File: src/rtl/nasti_lite_writer.sv
// nasti_lite_writer
//   Splits one NASTI (AXI4) write burst into len+1 single-beat NASTI-Lite
//   writes and returns a single merged B response for the whole burst.
//   Only one burst is in flight at a time.
//
//   Optional feature (compile-time macro NASTI_LITE_WLAST_CHECK_EN):
//     master_w_last is checked against the expected final beat. A mismatch
//     raises a sticky error that forces the burst response to at least
//     SLVERR. All len+1 Lite beats are still issued. When the macro is not
//     defined, master_w_last is ignored and only aw_len sets the beat count.

module nasti_lite_writer #(
  parameter int ID_WIDTH   = 2,
  parameter int ADDR_WIDTH = 32,
  parameter int DATA_WIDTH = 32
) (
  input  logic                      clk,
  input  logic                      rstn,

  // Upstream burst address channel
  input  logic [ID_WIDTH-1:0]       master_aw_id,
  input  logic [ADDR_WIDTH-1:0]     master_aw_addr,
  input  logic [7:0]                master_aw_len,
  input  logic [2:0]                master_aw_size,
  input  logic [1:0]                master_aw_burst,
  input  logic [2:0]                master_aw_prot,
  input  logic                      master_aw_valid,
  output logic                      master_aw_ready,

  // Upstream write data channel
  input  logic [DATA_WIDTH-1:0]     master_w_data,
  input  logic [DATA_WIDTH/8-1:0]   master_w_strb,
  input  logic                      master_w_last,
  input  logic                      master_w_valid,
  output logic                      master_w_ready,

  // Upstream burst response channel
  output logic [ID_WIDTH-1:0]       master_b_id,
  output logic [1:0]                master_b_resp,
  output logic                      master_b_valid,
  input  logic                      master_b_ready,

  // Downstream Lite address channel
  output logic [ADDR_WIDTH-1:0]     lite_aw_addr,
  output logic [2:0]                lite_aw_prot,
  output logic                      lite_aw_valid,
  input  logic                      lite_aw_ready,

  // Downstream Lite data channel
  output logic [DATA_WIDTH-1:0]     lite_w_data,
  output logic [DATA_WIDTH/8-1:0]   lite_w_strb,
  output logic                      lite_w_valid,
  input  logic                      lite_w_ready,

  // Downstream Lite response channel
  input  logic [1:0]                lite_b_resp,
  input  logic                      lite_b_valid,
  output logic                      lite_b_ready
);

  localparam int          STRB_WIDTH = DATA_WIDTH / 8;
  // Largest size code whose beat still fits the data bus.
  localparam logic [2:0]  MAX_SIZE   = 3'($clog2(STRB_WIDTH));

  localparam logic [1:0]  BURST_FIXED = 2'd0;
  localparam logic [1:0]  BURST_WRAP  = 2'd2;

  localparam logic [1:0]  RESP_OKAY   = 2'd0;
  localparam logic [1:0]  RESP_EXOKAY = 2'd1;
  localparam logic [1:0]  RESP_SLVERR = 2'd2;

  typedef enum logic [1:0] {
    S_IDLE,   // waiting for a burst request
    S_ADDR,   // issuing one Lite AW and one Lite W for the current beat
    S_RESP,   // waiting for the Lite B of the current beat
    S_BRESP   // presenting the merged burst response upstream
  } state_t;

  state_t                 state;

  // Burst context captured at AW acceptance
  logic [ID_WIDTH-1:0]    id_q;
  logic [7:0]             len_q;
  logic [2:0]             size_q;
  logic [1:0]             burst_q;

  // Per-beat progress
  logic [7:0]             cnt_q;
  logic                   aw_done;
  logic                   w_done;
  logic [1:0]             resp_q;

  // Handshakes seen this cycle
  logic                   aw_hs;
  logic                   w_hs;
  logic                   last_beat;

  // Address advance
  logic [2:0]             eff_size;
  logic [ADDR_WIDTH-1:0]  step;
  logic [ADDR_WIDTH-1:0]  wrap_mask;
  logic [ADDR_WIDTH-1:0]  incr_addr;
  logic [ADDR_WIDTH-1:0]  next_addr;

  // Response merge
  logic [1:0]             b_resp_norm;
  logic [1:0]             merged_resp;
  logic [1:0]             final_resp;

  // ---------------------------------------------------------------------
  // Channel controls decoded from the registered state. W is a straight
  // combinational pass-through so data sees no added latency.
  // ---------------------------------------------------------------------
  assign master_aw_ready = (state == S_IDLE);
  assign lite_aw_valid   = (state == S_ADDR) && !aw_done;
  assign lite_w_valid    = (state == S_ADDR) && !w_done && master_w_valid;
  assign master_w_ready  = (state == S_ADDR) && !w_done && lite_w_ready;
  assign lite_w_data     = master_w_data;
  assign lite_w_strb     = master_w_strb;
  assign lite_b_ready    = (state == S_RESP);
  assign master_b_valid  = (state == S_BRESP);
  assign master_b_id     = id_q;
  assign master_b_resp   = resp_q;

  assign aw_hs     = lite_aw_valid && lite_aw_ready;
  assign w_hs      = lite_w_valid && lite_w_ready;
  assign last_beat = (cnt_q == len_q);

  // ---------------------------------------------------------------------
  // Beat stride: the size is capped at the bus width, so oversized
  // requests still step by one full bus word.
  // ---------------------------------------------------------------------
  assign eff_size  = (size_q > MAX_SIZE) ? MAX_SIZE : size_q;
  assign step      = ADDR_WIDTH'(1) << eff_size;
  // WRAP window is (len+1)*step bytes; legal wrap lengths make it a power
  // of two, so the window is described by a simple low-bit mask.
  assign wrap_mask = ((ADDR_WIDTH'(len_q) + ADDR_WIDTH'(1)) << eff_size)
                     - ADDR_WIDTH'(1);
  assign incr_addr = lite_aw_addr + step;

  // Address of the following beat, selected by burst type.
  always_comb begin
    // NOTE: every combinational output gets a default first so that no
    // path through the case leaves it unassigned and infers a latch.
    next_addr = incr_addr;
    case (burst_q)
      BURST_FIXED: next_addr = lite_aw_addr;
      BURST_WRAP:  next_addr = (lite_aw_addr & ~wrap_mask) |
                               (incr_addr & wrap_mask);
      default:     next_addr = incr_addr;  // INCR and the reserved encoding
    endcase
  end

  // ---------------------------------------------------------------------
  // Response merge: severity order is OKAY < SLVERR < DECERR. A Lite
  // slave has no exclusive access, so EXOKAY is folded into OKAY.
  // ---------------------------------------------------------------------
  assign b_resp_norm = (lite_b_resp == RESP_EXOKAY) ? RESP_OKAY : lite_b_resp;
  assign merged_resp = (b_resp_norm > resp_q) ? b_resp_norm : resp_q;

`ifdef NASTI_LITE_WLAST_CHECK_EN
  logic wlast_err;

  assign final_resp = (wlast_err && (merged_resp < RESP_SLVERR)) ?
                      RESP_SLVERR : merged_resp;

  // Sticky flag: master_w_last must be set on the final beat and only there.
  always_ff @(posedge clk or negedge rstn) begin
    if (!rstn) begin
      wlast_err <= 1'b0;
    end else if (master_aw_valid && master_aw_ready) begin
      wlast_err <= 1'b0;
    end else if (w_hs && (master_w_last != last_beat)) begin
      wlast_err <= 1'b1;
    end
  end
`else
  // master_w_last carries no meaning in this build.
  logic unused_wlast;
  assign unused_wlast = master_w_last;
  assign final_resp   = merged_resp;
`endif

  // Burst sequencer: captures the request, walks the beats and holds the
  // merged response until the upstream master takes it.
  always_ff @(posedge clk or negedge rstn) begin
    if (!rstn) begin
      // NOTE: the datapath registers are reset as well as the state, because
      // lite_aw_addr/prot and the B fields are visible outputs that must
      // read zero out of reset and after an abandoned burst.
      state        <= S_IDLE;
      id_q         <= '0;
      len_q        <= '0;
      size_q       <= '0;
      burst_q      <= '0;
      cnt_q        <= '0;
      aw_done      <= 1'b0;
      w_done       <= 1'b0;
      resp_q       <= RESP_OKAY;
      lite_aw_addr <= '0;
      lite_aw_prot <= '0;
    end else begin
      // NOTE: state is updated with non-blocking assignments only, so every
      // read in this block sees the value from before the clock edge.
      case (state)
        S_IDLE: begin
          if (master_aw_valid) begin
            id_q         <= master_aw_id;
            lite_aw_addr <= master_aw_addr;
            len_q        <= master_aw_len;
            size_q       <= master_aw_size;
            burst_q      <= master_aw_burst;
            lite_aw_prot <= master_aw_prot;
            cnt_q        <= '0;
            aw_done      <= 1'b0;
            w_done       <= 1'b0;
            resp_q       <= RESP_OKAY;
            state        <= S_ADDR;
          end
        end

        S_ADDR: begin
          if (aw_hs) aw_done <= 1'b1;
          if (w_hs)  w_done  <= 1'b1;
          // Both halves of the beat may complete in the same cycle.
          if ((aw_done || aw_hs) && (w_done || w_hs)) begin
            state <= S_RESP;
          end
        end

        S_RESP: begin
          if (lite_b_valid) begin
            if (last_beat) begin
              resp_q <= final_resp;
              state  <= S_BRESP;
            end else begin
              resp_q       <= merged_resp;
              cnt_q        <= cnt_q + 8'd1;
              lite_aw_addr <= next_addr;
              aw_done      <= 1'b0;
              w_done       <= 1'b0;
              state        <= S_ADDR;
            end
          end
        end

        S_BRESP: begin
          if (master_b_ready) begin
            state <= S_IDLE;
          end
        end

        default: state <= S_IDLE;
      endcase
    end
  end

endmodule

File: config.mk
export PLATFORM = sky130hd
export DESIGN_NAME = nasti_lite_writer
export DESIGN_NICKNAME = d
export VERILOG_FILES = /design/src/rtl/nasti_lite_writer.sv
export SDC_FILE = /design/constraint.sdc
export NUM_CORES = 1
export LEC_CHECK = 0
export CAP_MARGIN = 20
export CORE_ASPECT_RATIO = 0.7
export CORE_MARGIN = 1
export CORE_UTILIZATION = 42
export DETAILED_ROUTE_END_ITERATION = 8
export PLACE_DENSITY = 0.78
export SYNTH_ARGS = -nofsm -noshare
export SYNTH_HDL_FRONTEND = slang
export SYNTH_SLANG_ARGS = --single-unit
File: constraint.sdc
create_clock -name clk -period 2.58 [get_ports clk]
set_input_delay 0.516 -clock clk [delete_from_list [all_inputs] [get_ports clk]]
set_output_delay 0.516 -clock clk [all_outputs]
set_load 0.005 [all_outputs]
## After elaboration in Yosys (flattened, before gate mapping)

Cells that the tools add are included.

- Reduce and logical (&&, ||, !) cells: 22
- Add/sub/neg operators: 4
- Equal/unequal tests: 15
- Mux-type cells: 28
- Shifts and indexed selects: 2
- Bitwise logic cells: 4
- Magnitude comparators: 2

Operators by type and width:

| cell | count |
|---|---|
| case mux 32 bit (2 select lines) | 2 |
| 2-to-1 mux 32 bit | 3 |
| bitwise AND 32 bit | 2 |
| adder 32 bit | 1 |
| inverter 32 bit | 1 |
| OR 32 bit | 1 |
| left shift 1 x 3 -> 32 bit (first input constant) | 1 |
| left shift 9 x 3 -> 32 bit | 1 |
| subtractor 32 x 1 -> 32 bit (second input constant) | 1 |
| 2-to-1 mux 8 bit | 3 |
| 2-to-1 mux 2 bit | 9 |
| case mux 8 bit (2 select lines) | 1 |
| AND reduction 5 bit | 3 |
| inequality test 2 bit (second input constant) | 6 |
| AND reduction 4 bit | 3 |
| adder 8 x 1 -> 9 bit (second input constant) | 1 |
| adder 8 x 1 -> 8 bit (second input constant) | 1 |
| equality test 8 bit | 1 |
| case mux 2 bit (4 select lines) | 1 |
| logical AND 1 bit | 7 |
| equality test 2 bit (second input constant) | 3 |
| inequality test 2 x 1 -> 1 bit (second input constant) | 3 |
| case mux 1 bit (3 select lines) | 2 |
| 2-to-1 mux 1 bit | 5 |
| 11 further kinds | 15 |

- Register bits: 64
- Input port bits: 97
- Word-level logic and storage cells: 88
- Output and inout bits: 81

## Depth between registers and ports, before layout

- Word-level depth: 11
- Mapped depth: 13
- Depth with buffers taken out: 12

## Worst setup path after synthesis

OpenSTA, ideal clock, no wires.

- Path kind: reg2reg
- Start: reg len_q[1]
- End: reg (tool-made name)
- Data arrival time: 2.727 ns
- Path slack: -0.287 ns
- Clock period less this slack: 2.867 ns
- Buffers on the path: 0
- Data required time: 2.440 ns
- Setup time: 0.140 ns
- Stages on the path, launching flop included: 12
- Cell sequence: dfrtp_1 ha_1 nand3_2 xor2_1 nand2_1 a311o_1 or4_4 nor2_1 ha_1 a211o_1 nand2_1 a31oi_1

RTL lines:

| what | line | text |
|---|---|---|
| start, declared | 83 | `logic [7:0] len_q;` |
| start signal, assigned | 210 | `len_q <= master_aw_len;` |

==> results.yml <==
synthesis:
  avgSynthCellArea_sq_um: 7.81
  synthAdderAreaFrac_pct: 3.88
  synth_top_family_by_area: "simple AND/OR/NAND/NOR gates"
  ys_ff_latch: 64
  synth_area_leader_cell: "dfrtp_1"
  synthesis.area_sq_um: 5030
  ys_types: 73
  yosysTopAreaCellShare_pct: 31.8
  synth.top_cells.by_area: "dfrtp_1 (32%), nand2_1 (8.7%), buf_4 (5.5%)"
  synth_cells: 645
  synth-edff-count: 0
  synthSimpleGateAreaFrac_pct: 24.4
  synthFlopType: "dfrtp_1"
  synth_xor_area_share_pct: 5.39
  yosysMostFrequentCell: "nand2_1"
  yosysWarnings: 0
  muxShareOfSynthArea_pct: 2.19
  ys_top_cells_by_count: "nand2_1 (117), dfrtp_1 (64), o21ai_0 (55)"
  synth_compound_area_share_pct: 23.1
  ys_seq_area_share_pct: 31.8
  postSynth.asyncResetShare_pct: 100
setup_path:
  rr_worst_depth: 11
  r2r_start: "len_q[1]$_DFFE_PN0P_"
  criticalPathCategory: "register to register"
  rrSetupSlack_ns: -0.28
  endpoint_kind: "register"
  required_ns: 2.80
  cp-start-kind: "register"
  path_max_fanout: 6
  crit_arrival_ns: 3.08
die:
  dieArea_sq_um: 12400
  die_w_microns: 133
  initial_utilization_pct: 43.1
  fp.dieH_microns: 93.6
  ios: 178
  rows: 33
  core_sq_um: 11700
place:
  port_buffers: 104
  dp.cells: 935
  gp_congestion: 0.876
  dp_hpwl_mm: 11.1
status:
  violations: "negative setup slack"
  outcome: "complete, but fails checks"
detailed_routing:
  vias: 5575
  wl_per_cell_microns: 17.0
  via_per_inst: 5.79
  ant_nets: 0
  drt_iter0_drc: 313
  wirelength_mm: 16.4
  route.detailed.drc: 0
  drt_first_pass_iters: 5
global_routing:
  grt_max_degree: 38
  grt_pass1_vias: 5347
  grt_overflow: 0
  grt_first_pass_wirelength_mm: 25.5
  grt_usage_pct: 25.6
  antenna_found_initial: 0
finish:
  insertedDiodeCount: 0
  fin_cells: 963
  layout-drive-gt1-share_pct: 28.2
  layout.nets: 914
  regArea_sq_um: 1610
  area_growth_pct: 48.6
  multi_input_area_sq_um: 3470
  fill_cells: 921
timing:
  drv_slew: 0
  finalCritPeriodShare_pct: 111
  slew-limit-headroom_pct: 43.4
  fmax_mhz: 350
  tightest_slew_ns: 0.850
  worst_slack_ns: -0.277
  layout_min_cycle_time_ns: 2.86
  rsz0062_at_grt: "yes"
  hold_viol: 0
  setup-violations-final: 26
  fin_worst_skew_ns: 0.00729
power:
  power_density_nw_per_um2: 1270
  power_uw: 9470
  ir_drop_mv: 0.616
  p_leak_uw: 0.00308
clock_network:
  cts_buffers: 9
  clock_sinks: 64
  clk_pin_slew_ns: 0.06
  tritoncts: "done"
  cts-root-buf: "clkbuf_16"
  cts.htree.levels: 3
  clockBufferDepth: 2
  insertion_delay_ns: 0.34
worst_hold_path:
  min_path_type: "input port to async pin"
flow_run:
  max_cap_viol_count: 0
==> layout by cell type, fill, tap and decap left out, types with 11 or more instances in the layout <==
cell,instances
nor2_1,35
xnor2_1,16
o21ai_0,36
a21oi_1,33
o21ai_1,13
nand2_1,112
clkdlybuf4s50_1,103
buf_6,11
buf_4,90
dfrtp_1,60
xor2_1,11
nand3_1,21
==> critical path, cell delays in order, from the launching register on <==
cell      delay [ns]
dfrtp_2         0.43
ha_4            0.26
o21bai_4        0.18
nor2_2          0.13
o22ai_2         0.09
a311o_1         0.35
or4_4           0.56
nor2_4          0.14
ha_4            0.20
a211o_1         0.25
nand2_1         0.07
a31oi_1         0.07
==> what timing repair did <==
| action | 4_1_cts | 5_1_grt |
|---|---|---|
| buffers inserted | 7 | 9 |
| cloned | 1 | 0 |
| gates resized for setup | 56 | 76 |
| hold buffers | 0 | 0 |
| pin swaps | 18 | 36 |
| setup endpoints to repair | 27 | 30 |
==> layout make-up <==
cell class                      count  share of cell area (%)
Clock buffer                       11                    3.24
Multi-Input combinational cell    506                    46.3
Sequential cell                    64                    21.5
Clock inverter                      4                   0.301
Inverter                           12                   0.669
Tap cell                          157                    2.62
Timing Repair Buffer              209                    25.4
==> worst max path at each step <==
stage | to | depth (start not counted) | from | slack [ns]
6_report | register | 11 | len_q[1]$_DFFE_PN0P_ | -0.28
5_1_grt | register | 12 | size_q[1]$_DFFE_PN0P_ | -0.36
4_1_cts | register | 11 | len_q[0]$_DFFE_PN0P_ | -0.18
3_5_place_dp | register | 9 | len_q[0]$_DFFE_PN0P_ | -0.28
3_3_place_gp | register | 11 | len_q[0]$_DFFE_PN0P_ | -0.21
2_1_floorplan | register | 11 | len_q[1]$_DFFE_PN0P_ | -0.1
==> metal layers <==
layer / track usage [%] / share of wire, %
met5: 0 / 0
met3: 6.02 / 7.7
met4: 8.91 / 1.8
met2: 41.4 / 47
met1: 33.7 / 44
==> kinds of logic (layout without fill, tap and decap cells) <==
logic type      after synthesis  count (layout)
fa+ha+maj                    15              15
buf+inv                      79             236
xor+xnor                     31              31
mux                          10              10
flops                        64              64
simple gates                260             260
compound gates              184             184
other cells                   2               6
==> report_power, final <==
group | total, uW | switching [uW] | leakage [uW] | internal (uW)
clock network | 1130 | 464 | 0.000131 | 666
registers | 1990 | 552 | 0.000780 | 1440
logic | 6350 | 3100 | 0.00217 | 3250
total | 9470 | 4120 | 0.00308 | 5350
==> through the flow <==
stage	setup slack, ns	utilization (%)	cell area [sq um]	hold slack (ns)	TNS (ns)
2_1_floorplan	-0.0990	-	5090	0.220	-0.193
3_3_place_gp	-0.208	56.6	6620	0.460	-2.72
3_5_place_dp	-0.277	56.6	6620	0.466	-4.46
4_1_cts	-0.177	61.1	7140	0.305	-1.11
5_1_grt	-0.359	64.0	7480	0.358	-6.21
6_report	-0.277	64.0	7480	0.292	-3.63
Note: power is estimated with default switching activity, not from simulation.
